===== src/rtl/riscv_pkg.sv =====
// rtl/riscv_pkg.sv - shared types for the barrel-threaded RV32I core
`ifndef NUM_THREADS
`define NUM_THREADS 16
`endif
`ifndef NUM_PIPE_STAGES
`define NUM_PIPE_STAGES 16
`endif

package riscv_pkg;

    // Widest thread ID the core supports (32 harts).
    localparam int TID_MAX_W = 5;

    typedef enum logic [1:0] {
        SCHED_IDLE  = 2'd0,
        SCHED_RUN   = 2'd1,
        SCHED_DRAIN = 2'd2
    } sched_state_e;

    // One slot of the issue-to-retire tracking pipe.
    typedef struct packed {
        logic                 valid;
        logic [TID_MAX_W-1:0] tid;
    } retire_entry_t;

    // Thread ID width; never below one bit so a 2-hart core still has an ID.
    function automatic int tid_width(input int n);
        return (n <= 2) ? 1 : $clog2(n);
    endfunction

endpackage


===== src/rtl/barrel_thread_scheduler_rr_select.sv =====
// rtl/barrel_thread_scheduler_rr_select.sv - combinational round-robin picker
module rr_select
    import riscv_pkg::*;
#(
    parameter int N = 16,
    parameter int W = tid_width(N)
) (
    input  logic [N-1:0] req,
    input  logic [W-1:0] last,
    output logic         gnt_valid,
    output logic [W-1:0] gnt_idx
);

    // Walk distances from farthest to nearest so the nearest requester above last wins.
    always_comb begin
        int cand;
        cand      = 0;
        gnt_valid = 1'b0;
        gnt_idx   = '0;
        for (int i = N; i >= 1; i--) begin
            cand = int'(last) + i;
            if (cand >= N) begin
                cand = cand - N;
            end
            if (req[cand[W-1:0]]) begin
                gnt_valid = 1'b1;
                gnt_idx   = cand[W-1:0];
            end
        end
    end

endmodule


===== src/rtl/barrel_thread_scheduler.sv =====
// rtl/barrel_thread_scheduler.sv - barrel-thread issue scheduler with park/wake and drain
module barrel_thread_scheduler
    import riscv_pkg::*;
#(
    parameter int NUM_THREADS     = `NUM_THREADS,
    parameter int NUM_PIPE_STAGES = `NUM_PIPE_STAGES,
    parameter int TID_WIDTH       = tid_width(NUM_THREADS)
) (
    input  logic                   clk,
    input  logic                   reset,
    input  logic                   start_i,
    input  logic [NUM_THREADS-1:0] start_mask_i,
    input  logic                   drain_req_i,
    output logic                   drain_done_o,
    input  logic                   park_i,
    input  logic [NUM_THREADS-1:0] wake_i,
    output logic                   issue_valid_o,
    output logic [TID_WIDTH-1:0]   issue_tid_o,
    output logic                   retire_valid_o,
    output logic [TID_WIDTH-1:0]   retire_tid_o,
    output logic [NUM_THREADS-1:0] thread_active_o,
    output logic [NUM_THREADS-1:0] inflight_o,
    output logic [1:0]             state_o
);

    sched_state_e           state;
    logic [NUM_THREADS-1:0] active;
    logic [NUM_THREADS-1:0] inflight;
    retire_entry_t          pipe [NUM_PIPE_STAGES];
    logic [TID_WIDTH-1:0]   last_ptr;

    logic [NUM_THREADS-1:0] retiring;
    logic [NUM_THREADS-1:0] ready;
    logic [NUM_THREADS-1:0] issue_mask;
    logic [NUM_THREADS-1:0] park_clr;
    logic                   pipe_busy;
    logic                   can_issue;
    logic                   gnt_valid;
    logic [TID_WIDTH-1:0]   gnt_idx;
    logic [TID_WIDTH-1:0]   pre_tid;

    // The entry one slot before the output is the instruction that retires on the
    // coming edge; freeing its thread now lets it re-enter fetch in its retire cycle.
    assign pre_tid = pipe[NUM_PIPE_STAGES-2].tid[TID_WIDTH-1:0];

    assign retire_valid_o  = pipe[NUM_PIPE_STAGES-1].valid;
    assign retire_tid_o    = pipe[NUM_PIPE_STAGES-1].tid[TID_WIDTH-1:0];
    assign thread_active_o = active;
    assign inflight_o      = inflight;
    assign state_o         = state;
    assign drain_done_o    = (state == SCHED_DRAIN) && (inflight == '0) && !pipe_busy;

    // Ready set: in IDLE the start mask stands in for the not-yet-loaded active flags.
    always_comb begin
        retiring = '0;
        if (pipe[NUM_PIPE_STAGES-2].valid) begin
            retiring[pre_tid] = 1'b1;
        end
        if (state == SCHED_IDLE) begin
            ready = start_mask_i;
        end else begin
            ready = active & (~inflight | retiring);
        end
    end

    rr_select #(
        .N (NUM_THREADS),
        .W (TID_WIDTH)
    ) u_rr_select (
        .req       (ready),
        .last      (last_ptr),
        .gnt_valid (gnt_valid),
        .gnt_idx   (gnt_idx)
    );

    // Issue qualification, park decode and retire-pipe occupancy.
    always_comb begin
        can_issue = gnt_valid &&
                    (((state == SCHED_RUN) && !drain_req_i) ||
                     ((state == SCHED_IDLE) && start_i));
        issue_mask = '0;
        if (can_issue) begin
            issue_mask[gnt_idx] = 1'b1;
        end
        park_clr = '0;
        if (park_i && retire_valid_o) begin
            park_clr[retire_tid_o] = 1'b1;
        end
        pipe_busy = 1'b0;
        for (int k = 0; k < NUM_PIPE_STAGES; k++) begin
            if (pipe[k].valid) begin
                pipe_busy = 1'b1;
            end
        end
    end

    // Scheduler state machine.
    always_ff @(posedge clk) begin
        if (reset) begin
            state <= SCHED_IDLE;
        end else begin
            case (state)
                SCHED_IDLE:  if (start_i)      state <= SCHED_RUN;
                SCHED_RUN:   if (drain_req_i)  state <= SCHED_DRAIN;
                SCHED_DRAIN: if (drain_done_o) state <= SCHED_IDLE;
                default:                       state <= SCHED_IDLE;
            endcase
        end
    end

    // Active and in-flight flags; wake is OR-ed after park so a racing wakeup survives.
    always_ff @(posedge clk) begin
        if (reset) begin
            active   <= '0;
            inflight <= '0;
        end else begin
            if ((state == SCHED_IDLE) && start_i) begin
                active <= start_mask_i;
            end else begin
                active <= (active & ~park_clr) | wake_i;
            end
            inflight <= (inflight & ~retiring) | issue_mask;
        end
    end

    // Registered issue port and round-robin pointer.
    always_ff @(posedge clk) begin
        if (reset) begin
            issue_valid_o <= 1'b0;
            issue_tid_o   <= '0;
            last_ptr      <= TID_WIDTH'(NUM_THREADS - 1);
        end else begin
            issue_valid_o <= can_issue;
            if (can_issue) begin
                issue_tid_o <= gnt_idx;
                last_ptr    <= gnt_idx;
            end
        end
    end

    // Issue-to-retire tracking pipe.
    always_ff @(posedge clk) begin
        if (reset) begin
            for (int k = 0; k < NUM_PIPE_STAGES; k++) begin
                pipe[k] <= '0;
            end
        end else begin
            pipe[0] <= '{valid: issue_valid_o, tid: TID_MAX_W'(issue_tid_o)};
            for (int k = 1; k < NUM_PIPE_STAGES; k++) begin
                pipe[k] <= pipe[k-1];
            end
        end
    end

endmodule


===== config.mk =====
export PLATFORM = sky130hd
export DESIGN_NAME = barrel_thread_scheduler
export DESIGN_NICKNAME = d
export VERILOG_FILES = /design/src/rtl/riscv_pkg.sv /design/src/rtl/barrel_thread_scheduler_rr_select.sv /design/src/rtl/barrel_thread_scheduler.sv
export SDC_FILE = /design/constraint.sdc
export NUM_CORES = 1
export LEC_CHECK = 0
export ABC_AREA = 1
export BUFFER_PORTS_ARGS = -buffer_cell sky130_fd_sc_hd__buf_2
export CAP_MARGIN = 10
export CORE_ASPECT_RATIO = 0.75
export CORE_MARGIN = 5
export CORE_UTILIZATION = 58
export CTS_CLUSTER_SIZE = 14
export DETAILED_ROUTE_END_ITERATION = 8
export PLACE_DENSITY = 0.8
export SYNTH_ARGS = -nofsm -noshare
export SYNTH_HDL_FRONTEND = slang
export SYNTH_SLANG_ARGS = --single-unit

===== constraint.sdc =====
create_clock -name clk -period 3.5 [get_ports clk]
set_clock_uncertainty 0.05 [all_clocks]
set_input_delay 0.175 -clock clk [delete_from_list [all_inputs] [get_ports clk]]
set_output_delay 0.175 -clock clk [all_outputs]
set_load 0.03 [all_outputs]

==> results by group <==
Place
  – Placed cell areas: 6874 um2
  – Post-DP HPWL: 13940 um
  – Final Wtd Congestion: 1.051
  – Setup Slack @ Placement: 0.08842 ns
  – PortBufs: 81

Worst setup path
  – CP Launch Type: register
  – Type of destination of the critical path: register
  – Worst R2R Setup Slack: 0.27 ns
  – Critical R2R Capture: inflight_o[15]
  – Crit path DAT: 3.42 ns
  – RR Startpoint: pipe[1][39]
  – R2r worst-path depth: 29
  – Cell mode on critical path: nand2_1
  – Worst EP required: 3.69 ns
  – Worst Path Max Fanout: 5
  – Crit Path Class: register to register
  – Slowest CP cell: dfxtp_2
  – Largest stage delay, worst path: 0.35 ns

Global route
  – GR Layer Usage met2: 43.50%
  – Met1 GRT Util: 41.72%
  – Vias in the first global route: 5819
  – Total gr overflow: 0
  – First-pass GRT wire length: 29590 um
  – Antenna violations before repair: 0
  – GRT met3 Usage: 6.809%
  – Largest net degree at the start of global routing: 103
  – Overall Global Routing Usage: 29.01%
  – GR peak layer: met2

Drt
  – Remaining DRCs: 0
  – DR vias: 6550
  – Drt first pass iters: 7
  – DRT Wirelength: 19020 um
  – Post-DRT Antenna Nets: 0
  – Vias/cell: 5.356
  – WL/cell: 15.56 um
  – First DRT Iteration DRCs: 653

Timing
  – Fin crit share: 92.25%
  – Fin Setup TNS: 0 ns
  – Actual slew at the worst max-slew pin: 0.9285 ns
  – Fmax: 309.7 MHz
  – Final hold vios: 0
  – Slew Viols, Final: 0
  – Rel. slew slack: 38.10%
  – Setup violations, final: 0
  – Final worst slack: 0.2713 ns
  – Minimum clock period: 3.229 ns

Clocking
  – Inserted Clock Buffers: 17
  – Worst skew pair latency: 0.40 ns
  – H-tree depth: 4
  – CTS tree: built
  – CTS sink cnt: 123
  – Clk root buf: clkbuf_16
  – Maximum clock path buffer count: 2
  – Clock Pin Slew Worst Setup and Hold Paths: 0.06 ns

Logic synthesis
  – Synth top area share: 39.30%
  – Number of synthesized flops with an enable pin: 0
  – Ys flop type: dfxtp_1
  – Post-Syn Nets: 1009
  – Syn_area_per_cell: 6.493 um2
  – Synth Register Bits: 123
  – Top-count cell post-synth: nand2_1
  – FFs w/ async S/R, synth: 0%
  – Synth Cell Area: 6266 um2
  – Mapped Cells: 965
  – Synth cell types: 35
  – Top cells by count, synth: nand2_1 (184), inv_1 (161), nor2_1 (148)
  – Yosys warnings: 0
  – Yosys top cell by area: dfxtp_1
  – Area contributors post-synth: dfxtp_1 (39%), nand2_1 (11%), nand3_1 (9.8%), inv_1 (9.6%), nor2_1 (8.9%)
  – Register area share after synthesis: 39.30%

Floorplan
  – Site Rows: 32
  – Core area: 10410 um2
  – I/O pin count: 82
  – Die H: 100.0 um
  – Die Span X: 130.0 um
  – Initial Util: 60.19%
  – Die area: 13000 um2

Min path
  – Worst hold start: start_mask_i[6]
  – Worst hold path type: primary input to register
  – Hold Path Depth: 3
  – Hold Path End: thread_active_o[6]

Cells and area
  – Layout cells sized above 1: 18.12%
  – Layout Nets: 1118
  – # diodes: 0
  – Filler instances: 816
  – Design area: 7684 um2
  – Layout Utilization: 73.81%
  – Area Growth Syn to Fin: 22.62%

Run
  – Max_cap viols: 0

Run status
  – Status: finished clean
==> worst max path at each step <==
stage                 from             end  slack (ns)  depth (start not counted)
6_report       pipe[1][39]  inflight_o[15]        0.27                         29
5_1_grt        pipe[1][39]  inflight_o[13]       -0.01                         31
4_1_cts        pipe[1][41]   inflight_o[5]        0.08                         26
3_5_place_dp   pipe[1][41]  inflight_o[15]        0.09                         26
3_3_place_gp   pipe[1][41]  inflight_o[15]        0.03                         26
2_1_floorplan  last_ptr[1]   inflight_o[9]        0.30                         27
==> cell families after synthesis <==
group                    after synthesis  synth area share, %
AO/OA/AOI/OAI                        129                11.12
XOR/XNOR                               5               0.6990
adder cells (fa/ha/maj)                7                1.398
buffers and inverters                203                12.98
flip-flops                           123                39.30
AND/OR/NAND/NOR                      498                34.50
==> sequential cells by signal, indices dropped and copies added, names as in the netlist <==
name and count:
state_o 2, last_ptr 4, thread_active_o 16, issue_valid_o 1, pipe 80, inflight_o 16
issue_tid_o 4
==> final cells by class <==
cell class                      instances  area, um2  share of cell area, %
Inverter                              166      634.4                  8.256
Tap cell                              136      170.2                  2.215
Multi-Input combinational cell        639       3058                  39.80
Clock buffer                           18      429.2                  5.585
Clock inverter                         14      111.4                  1.449
Timing Repair inverter                  1      7.507                0.09770
Sequential cell                       123       2474                  32.19
Timing Repair Buffer                  126      799.5                  10.41
==> layer usage <==
metal / up-vias / part of all wire, %
li1: 3264 / -
met1: 2878 / 45
met2: 369 / 42
met3: 39 / 12
met4: 0 / 1.7
met5: - / 0
==> stage by stage <==
step / instances / hold WS, ns
2_1_floorplan: 965 / 0.2062
3_3_place_gp: 1173 / 0.3383
3_5_place_dp: 1173 / 0.3416
4_1_cts: 1221 / 0.01847
5_1_grt: 1223 / 0.03484
6_report: 1223 / 0.02774
==> repair_timing <==
| item | in CTS | in global routing |
|---|---|---|
| setup endpoints to repair | 0 | 24 |
| endpoints found under the hold margin | 16 | 0 |
| setup buffers | 0 | 1 |
| gates resized for setup | 0 | 36 |
| hold buffers | 16 | 0 |
==> layout by cell type, fill, tap and decap left out, drive strengths merged <==
cell type,count
o21a,2
nand2,194
buf,110
a21oi,79
xor2,3
and2,2
o31ai,1
nor4,7
o211ai,8
ha,7
clkinvlp,7
nand3,130
o21bai,1
dlygate4sd3,16
o21ai,35
a31oi,3
nor3,5
nand4,7
xnor2,2
dfxtp,123
nor2,152
nand3b,1
inv,169
clkbuf,18
clkinv,5
==> worst max-delay path: cells and delay by family, from the launching register on <==
| family | cells | cell delay, ns |
|---|---|---|
| AND/OR/NAND/NOR | 22 | 1.73 |
| AO/OA/AOI/OAI | 3 | 0.48 |
| buffers and inverters | 4 | 0.45 |
| flip-flops | 1 | 0.35 |
Power is left out: the tool's default activity adds up to more than one toggle a clock period on the data nets, which glitch-free logic cannot reach.
